--- config.mk ---
export PLATFORM = sky130hd
export DESIGN_NAME = rs_iss_sel
export DESIGN_NICKNAME = d
export VERILOG_FILES = /design/src/rtl/rs_iss_sel.sv
export SDC_FILE = /design/constraint.sdc
export NUM_CORES = 1
export LEC_CHECK = 0
export ABC_AREA = 1
export BUFFER_PORTS_ARGS = -buffer_cell sky130_fd_sc_hd__buf_4
export CAP_MARGIN = 20
export CORE_AREA = 3 3 227 229
export CTS_CLUSTER_SIZE = 20
export DETAILED_ROUTE_END_ITERATION = 6
export DIE_AREA = 0 0 230 232
export PLACE_DENSITY = 0.41
export SLEW_MARGIN = 25
export SYNTH_ARGS = -nofsm -noshare
export SYNTH_HDL_FRONTEND = slang
export SYNTH_SLANG_ARGS = --single-unit
--- constraint.sdc ---
create_clock -name clk -period 7.31 [get_ports clk]
set_clock_uncertainty 0.05 [all_clocks]
set_input_delay 1.462 -clock clk [delete_from_list [all_inputs] [get_ports clk]]
set_output_delay 1.462 -clock clk [all_outputs]
set_load 0.05 [all_outputs]
--- src/rtl/rs_iss_sel.sv ---
// Issue-select stage for one FU class: round-robin pick among ready RS entries,
// one-deep issue register with FU back-pressure and branch squash/mask update.
module rs_iss_sel #(
    parameter int RS_NUM    = 8,
    parameter int PRF_IDX_W = 6,
    parameter int ROB_IDX_W = 5,
    parameter int BR_MASK_W = 5,
    parameter int FU_SEL_W  = 3,
    parameter int FU_ID     = 1
) (
    input  logic                          clk,
    input  logic                          rst,
    input  logic [RS_NUM-1:0]             ent_rdy_i,
    input  logic [RS_NUM*FU_SEL_W-1:0]    ent_fu_sel_i,
    input  logic [RS_NUM*PRF_IDX_W-1:0]   ent_opa_tag_i,
    input  logic [RS_NUM*PRF_IDX_W-1:0]   ent_opb_tag_i,
    input  logic [RS_NUM*PRF_IDX_W-1:0]   ent_dest_tag_i,
    input  logic [RS_NUM*32-1:0]          ent_IR_i,
    input  logic [RS_NUM*ROB_IDX_W-1:0]   ent_rob_idx_i,
    input  logic [RS_NUM*BR_MASK_W-1:0]   ent_br_mask_i,
    input  logic                          br_pred_correct_i,
    input  logic                          br_recovery_i,
    input  logic [BR_MASK_W-1:0]          br_tag_fix_i,
    input  logic                          fu_rdy_i,
    output logic [RS_NUM-1:0]             ent_iss_en_o,
    output logic                          iss_vld_o,
    output logic [PRF_IDX_W-1:0]          iss_opa_tag_o,
    output logic [PRF_IDX_W-1:0]          iss_opb_tag_o,
    output logic [PRF_IDX_W-1:0]          iss_dest_tag_o,
    output logic [31:0]                   iss_IR_o,
    output logic [ROB_IDX_W-1:0]          iss_rob_idx_o,
    output logic [BR_MASK_W-1:0]          iss_br_mask_o
);

    localparam int PTR_W = $clog2(RS_NUM);

    logic [FU_SEL_W-1:0]  fu_sel   [RS_NUM];
    logic [PRF_IDX_W-1:0] opa_tag  [RS_NUM];
    logic [PRF_IDX_W-1:0] opb_tag  [RS_NUM];
    logic [PRF_IDX_W-1:0] dest_tag [RS_NUM];
    logic [31:0]          ir       [RS_NUM];
    logic [ROB_IDX_W-1:0] rob_idx  [RS_NUM];
    logic [BR_MASK_W-1:0] br_mask  [RS_NUM];
    logic [RS_NUM-1:0]    cand;

    logic [PTR_W-1:0]     ptr;
    logic [PTR_W-1:0]     grant_idx;
    logic [PTR_W-1:0]     scan_idx;
    logic                 found;
    logic                 grant;
    logic                 kill;
    logic                 slot_free;
    logic [BR_MASK_W-1:0] pred_clear;

    // Entries that depend on a branch being recovered this cycle are never candidates.
    for (genvar i = 0; i < RS_NUM; i++) begin : g_ent
        assign fu_sel[i]   = ent_fu_sel_i[i*FU_SEL_W +: FU_SEL_W];
        assign opa_tag[i]  = ent_opa_tag_i[i*PRF_IDX_W +: PRF_IDX_W];
        assign opb_tag[i]  = ent_opb_tag_i[i*PRF_IDX_W +: PRF_IDX_W];
        assign dest_tag[i] = ent_dest_tag_i[i*PRF_IDX_W +: PRF_IDX_W];
        assign ir[i]       = ent_IR_i[i*32 +: 32];
        assign rob_idx[i]  = ent_rob_idx_i[i*ROB_IDX_W +: ROB_IDX_W];
        assign br_mask[i]  = ent_br_mask_i[i*BR_MASK_W +: BR_MASK_W];
        assign cand[i]     = ent_rdy_i[i] & (fu_sel[i] == FU_SEL_W'(FU_ID))
                             & ~(br_recovery_i & |(br_mask[i] & br_tag_fix_i));
    end

    assign kill       = br_recovery_i & |(iss_br_mask_o & br_tag_fix_i);
    assign slot_free  = ~iss_vld_o | fu_rdy_i | kill;
    assign pred_clear = br_pred_correct_i ? br_tag_fix_i : '0;

    // Round-robin scan starting at ptr; index arithmetic wraps since RS_NUM is a power of two.
    always_comb begin
        found     = 1'b0;
        grant_idx = '0;
        scan_idx  = '0;
        for (int k = 0; k < RS_NUM; k++) begin
            scan_idx = ptr + PTR_W'(k);
            if (!found && cand[scan_idx]) begin
                found     = 1'b1;
                grant_idx = scan_idx;
            end
        end
    end

    assign grant        = slot_free & found & ~rst;
    assign ent_iss_en_o = grant ? (RS_NUM'(1) << grant_idx) : '0;

    always_ff @(posedge clk) begin
        if (rst) begin
            ptr <= '0;
        end else if (grant) begin
            ptr <= grant_idx + PTR_W'(1);
        end
    end

    // A new grant overrides both drain and squash of the held instruction.
    always_ff @(posedge clk) begin
        if (rst) begin
            iss_vld_o      <= 1'b0;
            iss_opa_tag_o  <= '0;
            iss_opb_tag_o  <= '0;
            iss_dest_tag_o <= '0;
            iss_IR_o       <= '0;
            iss_rob_idx_o  <= '0;
            iss_br_mask_o  <= '0;
        end else if (grant) begin
            iss_vld_o      <= 1'b1;
            iss_opa_tag_o  <= opa_tag[grant_idx];
            iss_opb_tag_o  <= opb_tag[grant_idx];
            iss_dest_tag_o <= dest_tag[grant_idx];
            iss_IR_o       <= ir[grant_idx];
            iss_rob_idx_o  <= rob_idx[grant_idx];
            iss_br_mask_o  <= br_mask[grant_idx] & ~pred_clear;
        end else if (kill || (iss_vld_o && fu_rdy_i)) begin
            iss_vld_o      <= 1'b0;
            iss_opa_tag_o  <= '0;
            iss_opb_tag_o  <= '0;
            iss_dest_tag_o <= '0;
            iss_IR_o       <= '0;
            iss_rob_idx_o  <= '0;
            iss_br_mask_o  <= '0;
        end else begin
            iss_br_mask_o  <= iss_br_mask_o & ~pred_clear;
        end
    end

endmodule

# Yosys cells after proc, flatten, opt, wreduce, memory -nomap -nowiden
# Index checks and enable logic that the tools add are counted.
# op_classes
n_addsub	8
order_cmp	9
eq_ne	8
shifts	1
n_mux	64
bitwise_logic	52
n_reduce_logical	26
# ops
cell	n
two-way mux 32 bit	4
binary-select mux 32 bit (select 3 bit)	1
two-way mux 6 bit	10
AND 5 bit	11
binary-select mux 6 bit (select 3 bit)	3
two-way mux 5 bit	9
OR reduction 5 bit	9
< comparator 3 x 4 -> 1 bit (second input constant)	8
binary-select mux 5 bit (select 3 bit)	2
AND 1 bit	27
binary-select mux 1 bit (select 3 bit)	8
== test 3 x 1 -> 1 bit (second input constant)	8
two-way mux 3 bit	8
two-way mux 1 bit	18
adder 3 bit (second input constant)	4
inverter 1 bit	10
logical AND 1 bit	8
two-way mux 8 bit	1
<< shifter 1 x 3 -> 8 bit (first input constant)	1
logical NOT 1 bit	7
adder 3 x 1 -> 3 bit (second input constant)	2
adder 3 x 2 -> 3 bit (second input constant)	2
inverter 5 bit	1
greater-or-equal comparator 4 bit (second input constant)	1
other kinds (4)	5
# word_totals
reg_bits	64
in_bits	522
wordCells	176

# Depth between registers and ports, before layout
# Gate-level depths: netlist of the first run.
# depth
word_depth	35
depth_mapped	22

# Least setup slack after synthesis of the first run
# Ideal clock, no wire load.
# synth_timing
path_kind	input-to-output
from	in br_tag_fix_i[2]
to	out ent_iss_en_o[1]
arrival_time_ns	4.522
required_ns	5.798
path_slack_ns	1.276
cell_stages	20
cell_sequence	buf_2 nand2_1 nand2_1 o21bai_1 nand3_1 nand3_1 nand3_1 nand2_2 nor2_4 nand4_4 nor2_4 nand2_1 nand3b_4 nand2_4 buf_6 buf_2 inv_1 ha_1 inv_1 nor3_1
# synth_between
elab_chain_len	32
# synth_rtl
element	line_no	source
start, declared	23	input logic [BR_MASK_W-1:0] br_tag_fix_i,
AND 5 bit	65	& ~(br_recovery_i & |(br_mask[i] & br_tag_fix_i));
OR reduction 5 bit	65	
AND 1 bit	65	
inverter 1 bit	65	
AND 1 bit	65	
binary-select mux 1 bit (select 3 bit)	79	if (!found && cand[scan_idx]) begin
two-way mux 1 bit (not written as such)	79	
two-way mux 1 bit	79	
(+15 left out)	-	
logical NOT 1 bit	79	
logical AND 1 bit	79	
two-way mux 1 bit	79	
logical NOT 1 bit	79	
logical AND 1 bit	79	
two-way mux 1 bit	79	
AND 1 bit (2 in a row)	86	assign grant = slot_free & found & ~rst;
two-way mux 8 bit *	87	assign ent_iss_en_o = grant ? (RS_NUM'(1) << grant_idx) : '0;
end, declared	25	output logic [RS_NUM-1:0] ent_iss_en_o,
# Every way passes the cells marked *; elsewhere a longest branch is shown, timed or not. The select of a mux whose other input is x is not followed.

# Final worst setup path of the first run
# layout_timing
from	in br_tag_fix_i[4]
to	out ent_iss_en_o[7]
# The elaborated chain is that of the path after synthesis.

==> results of run 1 <==
layout make-up:
class                           count  area (um^2)
Fill cell                        5873        35000
Multi-Input combinational cell   1261         6150
Timing Repair Buffer              609         4610
Inverter                          445         1670
Sequential cell                    64         1280
Tap cell                          672          841
Clock buffer                       11          233
Clock inverter                      4         22.5
Antenna cell                        4         10.0
worst max-delay path by stage:
stage                            to  slack [ns]  cells after the start       startpoint
floorplan           ent_iss_en_o[1]        1.28                     20  br_tag_fix_i[2]
global placement    ent_iss_en_o[7]        1.12                     17  br_tag_fix_i[3]
detailed placement  ent_iss_en_o[7]        1.08                     17  br_tag_fix_i[4]
CTS                 ent_iss_en_o[7]        1.07                     17  br_tag_fix_i[4]
global route        ent_iss_en_o[7]        0.72                     19  br_tag_fix_i[4]
finish              ent_iss_en_o[7]        1.10                     17  br_tag_fix_i[4]
per-stage QoR:
step                hold slack [ns]  setup WS, ns
CTS                           0.415          1.07
finish                        0.414          1.10
global placement              0.403          1.12
detailed placement            0.406          1.08
floorplan                     0.566          1.28
global route                  0.427         0.721
worst reg2reg max path: cells and delay by family (launching register included):
family | cells | cell delay, ns
buffers and inverters | 4 | 1.90
adder cells (fa/ha/maj) | 1 | 0.45
flip-flops | 1 | 0.69
AND/OR/NAND/NOR | 10 | 1.77
AO/OA/AOI/OAI | 3 | 0.46
sequential cells by signal, summed over array words and instances, names as in the netlist:
signal / count
iss_opa_tag_o: 6
iss_vld_o: 1
iss_br_mask_o: 5
iss_dest_tag_o: 6
ptr: 3
iss_IR_o: 32
iss_rob_idx_o: 5
iss_opb_tag_o: 6
layer usage:
metal | share of wire (%) | track usage [%] | up-vias
li1 | - | - | 6971
met1 | 43 | 25.2 | 6467
met2 | 49 | 35.8 | 450
met3 | 5.8 | 4.01 | 49
met4 | 2.4 | 5.77 | 0
met5 | 0 | 0 | -
cells in the final DEF (no fill, tap or decap), drive strengths merged, types with 2 or more instances in the layout:
| cell type | netlist | final |
|---|---|---|
| nand3 | 661 | 661 |
| buf | 124 | 609 |
| inv | 445 | 444 |
| nand2 | 399 | 399 |
| a21oi | 67 | 67 |
| dfxtp | 64 | 64 |
| nand3b | 63 | 63 |
| nor2 | 21 | 21 |
| o21ai | 16 | 16 |
| nor3 | 11 | 11 |
| clkbuf | 20 | 11 |
| ha | 8 | 8 |
| diode | 0 | 4 |
| clkinv | 0 | 4 |
| and3 | 3 | 3 |
| nand4 | 3 | 3 |
| o21bai | 2 | 2 |
| o22ai | 2 | 2 |
cell families after synthesis:
group / Yosys count / synth area share [%]
DFF: 64 / 13.1
adders and majority gates: 8 / 1.02
xor gates and xnor gates: 1 / 0.0896
and+or+nand+nor: 1163 / 56.6
AOI/OAI and AO/OA: 89 / 4.79
buffers and inverters: 591 / 24.4
==> results.md, run 1 <==
Die:
- The core region area is 49900 um^2.
- In this run the horizontal extent of the chip is 230 um.
- The initial utilization of the core area, before any placement, comes to between 10% and 20%.
- In this run the core area contains 82 standard-cell rows.
- Pin placement for this block handled around 590 I/O pins.
- The die height is 232 um.
- The die area is 53400 um^2.

Hold path:
- The startpoint of the tightest hold check path is iss_IR_o[11]$_SDFFE_PP0P_.
- The worst hold path depth is 2.
- The endpoint of the worst hold path is iss_IR_o[11]$_SDFFE_PP0P_.
- The min-delay analysis places its worst path in the category register to register.

Detailed routing:
- Dividing the detail-routed via count by the number of cells gives roughly 4.5.
- The number of antenna-violating nets in the routed design is 0.
- The overall routed net length is 57.2 mm.
- The final route contains 13900 vias.
- In this run, the number of DRC markers left after iteration 0 of detailed routing was 724.
- Before antenna repair, the detailed router went through 5 iterations.
- The routed wire length per instance is 18.6 um.
- The count of unresolved DRC violations after routing is 0.

Clock tree:
- The clock root buffer master is clkbuf_16.
- The TritonCTS clock tree is done.
- The post-cts gate resize count is 0.
- The clock transition time at the flip-flop clock pins of the worst setup and hold paths is 0.05 ns.
- The clock tree synthesis step divided the H-tree into 3 levels.
- The clock passes through at most 2 buffers.
- The post-CTS repair timing setup buffer count is 0.
- In this run, post-CTS hold repair placed 0 buffers.
- Clock tree synthesis found a total of 64 sinks.
- Counting the buffers created by CTS gives 9.
- The clock reaches the later pin of the worst-skew pair after 0.34 ns.

Yosys:
- Summing the sequential cell areas from Yosys gives 13.1% of the chip area.
- During synthesis, Yosys emitted a total of 0 warnings.
- Averaged over all synthesized cells, the footprint is between 5 and 6 um^2.
- Ranked by total cell area, the synthesized netlist is headed by nand3_1, inv_1, nand2_1, dfxtp_1, buf_2.
- Yosys mapped a number of flops with a built-in enable equal to 0.
- The synthesized design contains 64 register bits.
- The predominant post-synthesis flop cell is dfxtp_1.
- In the synthesized netlist, the cells that appear most often are nand3_1, inv_1, nand2_1.
- The count of distinct cell types in the synthesized netlist is 35.
- The top-area cell type share of the netlist area is 33.7%.
- The library cell occupying the most area in the post-synthesis netlist is nand3_1.
- In the post-synthesis netlist, the cell with the most instances is nand3_1.
- In the synthesized netlist, the number of instances is 1916.
- The number of nets handed over by synthesis was ~2400.
- After synthesis the cells add up to 9780 um^2.
- The share of flip-flops with an asynchronous set or reset is 0%.

Timing:
- The highest clock frequency the design can meet is around 160 MHz.
- Setup repair after global routing left no endpoint under its margin.
- The number of hold violations in the final report came to 0.
- The final max-slew violation count is 0.
- The worst path uses 84.9% of the clock period.
- The post-route minimum period is between 6 and 7 ns.
- After routing, the total negative slack on setup checks comes to 0 ns.
- The worst pin sits at a relative slew slack of roughly a third.
- The final setup violation count is 0.
- For the pin with the worst max-slew slack, the measured transition is 1.01 ns.

Global route:
- The via count of the first global-routing pass is between 10000 and 15000.
- The initial antenna violation count was 4.
- The first global-routing pass estimated 84.7 mm of wire.
- The maximum number of pins on one net before global-route repair is 241.
- The global-route total usage across every layer is around a fifth.
- Summed over all layers, the global routing overflow is 0.

Setup path:
- STA classifies the critical path startpoint as a primary input.
- The setup path with the least slack is of type primary input to output port.
- The startpoint identified for the worst register-to-register timing path is ptr[0]$_SDFFE_PP0P_.
- The setup slack of the worst register-to-register path is ~1.8 ns.
- The master of the slowest instance on the critical path is clkinv_2.
- The cell type with the highest occurrence count on the critical path is nand3_1.
- The largest fanout on the critical path is 28.
- The data arrival time at the worst-slack endpoint is approximately 4.7 ns.
- The kind of cell with the highest combined delay on the critical path is simple AND/OR/NAND/NOR gates.
- The worst reg2reg path depth is 18.
- The sum of buffers and inverters on the critical path is 5.
- Data on the critical path is required at its endpoint by 5.80 ns.
- The endpoint of the worst-slack reg-to-reg timing path is iss_rob_idx_o[0]$_SDFFE_PP0P_.
- Traced cell by cell, the critical path runs through buf_4, nand2_1, nand3_1, o21ai_1, nand3_1, nand3_1, nand2_1, o21ai_1, inv_1, nand3_2, nand3_1, nand2_4, clkinv_2, ha_1, inv_1, nor2_1, buf_4.
- The worst setup path is captured at an output port.
- The largest stage delay on the critical path is approximately 0.53 ns.

Placed design:
- The placed instances occupy a cell area of 14500 um^2.
- The number of placed cells counting well taps is 3050.
- Routability-driven placement finished with a final weighted congestion of 0.887.
- The number of buffers added on ports is 590.
- The wire-length estimate of the detail-placed layout is 42.8 mm.

Finish:
- The fraction of layout cells with a size suffix above 1 is 26.7%.
- For this run, the number of standard cells in the final layout without fillers is 3070.
- With fillers left out, the area of the finished cells amounts to ~15000 um^2.
- The final net count is around 2900.
- Relative to the synthesized area, the layout overhead comes to 51.6%.
- The utilization after layout is 29.7%.

Run:
- The tool flagged a number of max-cap violations equal to 0.

Status:
- The flow ran to the end, and the final reports show no timing, DRC or antenna violations.
Power of run 1 is left out: the tool's default activity adds up to more than one toggle a clock period on the data nets, which glitch-free logic cannot reach.
==> run 2: changes to the inputs <==
==> constraint.sdc (replaced) <==
create_clock -name clk -period 6.1 [get_ports clk]
set_clock_uncertainty 0.05 [all_clocks]
set_input_delay 1.22 -clock clk [delete_from_list [all_inputs] [get_ports clk]]
set_output_delay 1.22 -clock clk [all_outputs]
set_load 0.05 [all_outputs]
==> run 2 against run 1 <==
Net effect:
- register-to-register slack worse by 0.95 ns
- final area grew 0.24%
- die area is the same
==> results.md, run 2 (synthesis results as in run 1) <==
Clock tree:
- The deepest level of the CTS H-tree is 3 (unchanged).
- The TritonCTS clock tree is done.
- The clock sink count is 64 (unchanged).
- The clock insertion delay at the later pin of the skew report is 0.36 ns (+0.02 ns).
- The post-cts gate resize count was 0 (unchanged).
- The maximum clock path buffer count came to 2 (unchanged).
- The CTS buffer count is 9 (unchanged).
- The clock root buffer master is clkbuf_16.
- The clock transition time at the flip-flop clock pins of the worst setup and hold paths is 0.06 ns (about the same).
- The post-CTS repair timing setup buffer count is 0 (unchanged).
- The post-cts hold buffer count is 0 (unchanged).

Die:
- The initial standard-cell utilization of the core came to 19.6% (unchanged).
- The die height is 232 um (unchanged).
- The number of rows created at floorplan is 82 (unchanged).
- The die area is 53400 um^2 (unchanged).
- The core region area is 49900 um^2 (unchanged).
- The count of boundary I/O pins is 591 (unchanged).
- The die extent in x came to 230 um (unchanged).

Finish:
- The fraction of layout cells with a size suffix above 1 is 26.9% (+0.14 points).
- The number of flip-flops in the largest register is 32 (unchanged).
- In the layout the commonest cells are nand3_1, buf_4, inv_1.
- The final net count is 2923 (+0.10%).
- The final-layout fill cell count is 5893 (+0.34%).
- The layout-stage area growth over the synthesis result is 51.9%.
- iss_IR_o holds more flip-flops than any other register.
- The most common cell after layout, fill and taps aside is nand3_1.

Timing:
- The post-route minimum period is 5.62 ns.
- The aggregate negative setup slack was 0 ns (unchanged).
- The setup slack after layout was 0.479 ns (-0.622 ns).
- The slew at the pin closest to its max-slew limit is 1.04 ns (+0.0356 ns).
- The tightest slew margin relative to the limit came to 30.5% (-2.4 points).
- The post-route clock period utilization is 92.1%.
- The number of hold violations in the final report was 0 (unchanged).
- The final max-slew violation count was 0 (unchanged).
- The highest clock frequency the design can meet is 178 MHz.
- The final setup violation count was 0 (unchanged).
- Setup repair after global routing left no endpoint under its margin.

Status:
- The run finished with clean final reports.

Detailed routing:
- The routed wire length per instance is 18.9 um (+1.4%).
- The vias per cell came to 4.53 (-0.27%).
- The number of violations reported at the end of detailed-routing iteration 0 was 732 (+1.1%).
- The overall routed net length is 58.0 mm (+1.5%).
- The number of iterations in the first detailed-routing pass is 5 (unchanged).
- The number of antenna-violating nets in the routed design is 0 (unchanged).
- The total vias in the final route is 13900 (-0.24%).
- The count of unresolved DRC violations after routing came to 0 (unchanged).

Setup path:
- The largest fanout on the critical path is 27 (-3.6%).
- The type of origin of the critical path is a register.
- By startpoint and endpoint, the worst setup path is classified as register to output port.
- The setup slack of the worst register-to-register path is 0.88 ns (-0.95 ns).
- The data arrival time at the worst-slack endpoint came to 4.35 ns (-0.35 ns).
- The data required time of the worst path was 4.83 ns (-0.97 ns).
- The endpoint identified for the worst register-to-register timing path is iss_IR_o[1]$_SDFFE_PP0P_.
- The element type at the critical path end is an output port.
- The worst reg2reg path depth is 18 (unchanged).
- Following the worst setup path forward leads to its endpoint at ent_iss_en_o[1].
- In this run the critical register-to-register path is launched from ptr[1]$_SDFFE_PP0P_.
- The start point of the critical path is ptr[1]$_SDFFE_PP0P_.

Global route:
- The initial antenna violation count came to 7 (+3).
- The maximum number of pins on one net before global-route repair is 178 (-26%).
- The via count of the first global-routing pass came to 14000 (+0.19%).
- The aggregate global routing overflow came to 0 (unchanged).
- The global-route wire length before repair came to 84.9 mm (+0.31%).
- The global-route total usage across every layer is 20.6% (+0.23 points).

Power:
- Registers are responsible for around 5.3% of the overall power.
- Combinational logic burns 89.9% of the power.
- In this run the power spent charging and discharging nets is 7570 uW.
- The analysis attributes to cell leakage a power of 0.00854 uW.
- IR analysis of the VDD net gives a maximum drop of 1.20 mV.
- The switching fraction of total power is 65.6%.
- After layout, the design draws a total of 11500 uW.
- The clock network burns 4.8% of the power.
- The power per unit of standard cell area is 777 nW/um^2.
- The internal cell power is 3970 uW.

Placed design:
- The half-perimeter wire length of the detailed placement result is 43.6 mm (+1.8%).
- The number of buffers added on ports was 590 (unchanged).
- The final weighted congestion in routability-driven placement came to 0.889 (+0.18%).
- The post-placement worst setup slack is 0.509 ns (-0.573 ns).

Hold path:
- The path class of the tightest hold or removal check is register to register.

Run:
- The max-cap violation count is 0 (unchanged).
==> run 2: critical path, cell delays in order, from the launching register on <==
cell	delay [ns]
dfxtp_1	0.50
inv_1	0.28
ha_1	0.46
inv_1	0.26
nand3_1	0.19
nand3_1	0.16
nand2_2	0.10
nor2_4	0.12
nand4_4	0.11
nor2_4	0.18
nand3_1	0.15
nand2_4	0.37
clkinv_2	0.30
buf_4	0.31
nor3_1	0.22
buf_4	0.25
==> run 2: worst min path at each step <==
stage	cells after the start	startpoint	endpoint	slack, ns
global placement	2	iss_opb_tag_o[5]$_SDFFE_PP0P_	iss_opb_tag_o[5]$_SDFFE_PP0P_	0.40
CTS	2	iss_IR_o[7]$_SDFFE_PP0P_	iss_IR_o[7]$_SDFFE_PP0P_	0.42
global route	2	iss_IR_o[27]$_SDFFE_PP0P_	iss_IR_o[27]$_SDFFE_PP0P_	0.43
detailed placement	2	iss_IR_o[7]$_SDFFE_PP0P_	iss_IR_o[7]$_SDFFE_PP0P_	0.41
floorplan	3	ptr[2]$_SDFFE_PP0P_	ptr[2]$_SDFFE_PP0P_	0.57
finish	2	iss_IR_o[7]$_SDFFE_PP0P_	iss_IR_o[7]$_SDFFE_PP0P_	0.42
==> run 2: per-stage QoR <==
stage | util (%) | hold slack, ns | std cells | cell area (um^2)
2_1_floorplan | - | 0.566 | 1916 | 9780
3_3_place_gp | 29.2 | 0.404 | 3054 | 14600
3_5_place_dp | 29.2 | 0.408 | 3054 | 14600
4_1_cts | 29.8 | 0.417 | 3068 | 14800
5_1_grt | 29.8 | 0.435 | 3071 | 14900
6_report | 29.8 | 0.417 | 3071 | 14900
==> run 2: final cells by class <==
| type | instances | area (um^2) | area share, % |
|---|---|---|---|
| timing repair buffer | 612 | 4610 | 31.0 |
| antenna | 3 | 7.51 | 0.0505 |
| sequential | 64 | 1280 | 8.62 |
| clock buffer | 11 | 253 | 1.70 |
| clock inverter | 3 | 42.5 | 0.286 |
| inverter | 445 | 1670 | 11.3 |
| tap | 672 | 841 | 5.66 |
| multi-input combinational | 1261 | 6150 | 41.4 |
==> run 2: layer usage <==
layer	routed length (um)	GRT usage, %
met5	45	0
met4	1530	6.24
met3	3660	4.74
met2	28800	37.1
met1	23900	24.3
==> run 2: power by group through the flow <==
stage	logic, uW	clock network [uW]	registers (uW)
after global placement	10500	0	616
after global routing	11500	594	623
after detailed placement	10500	0	619
final	10400	554	610
after floorplan	7180	0	907
after CTS	10500	587	611
Power figures use the tool's default switching activity.
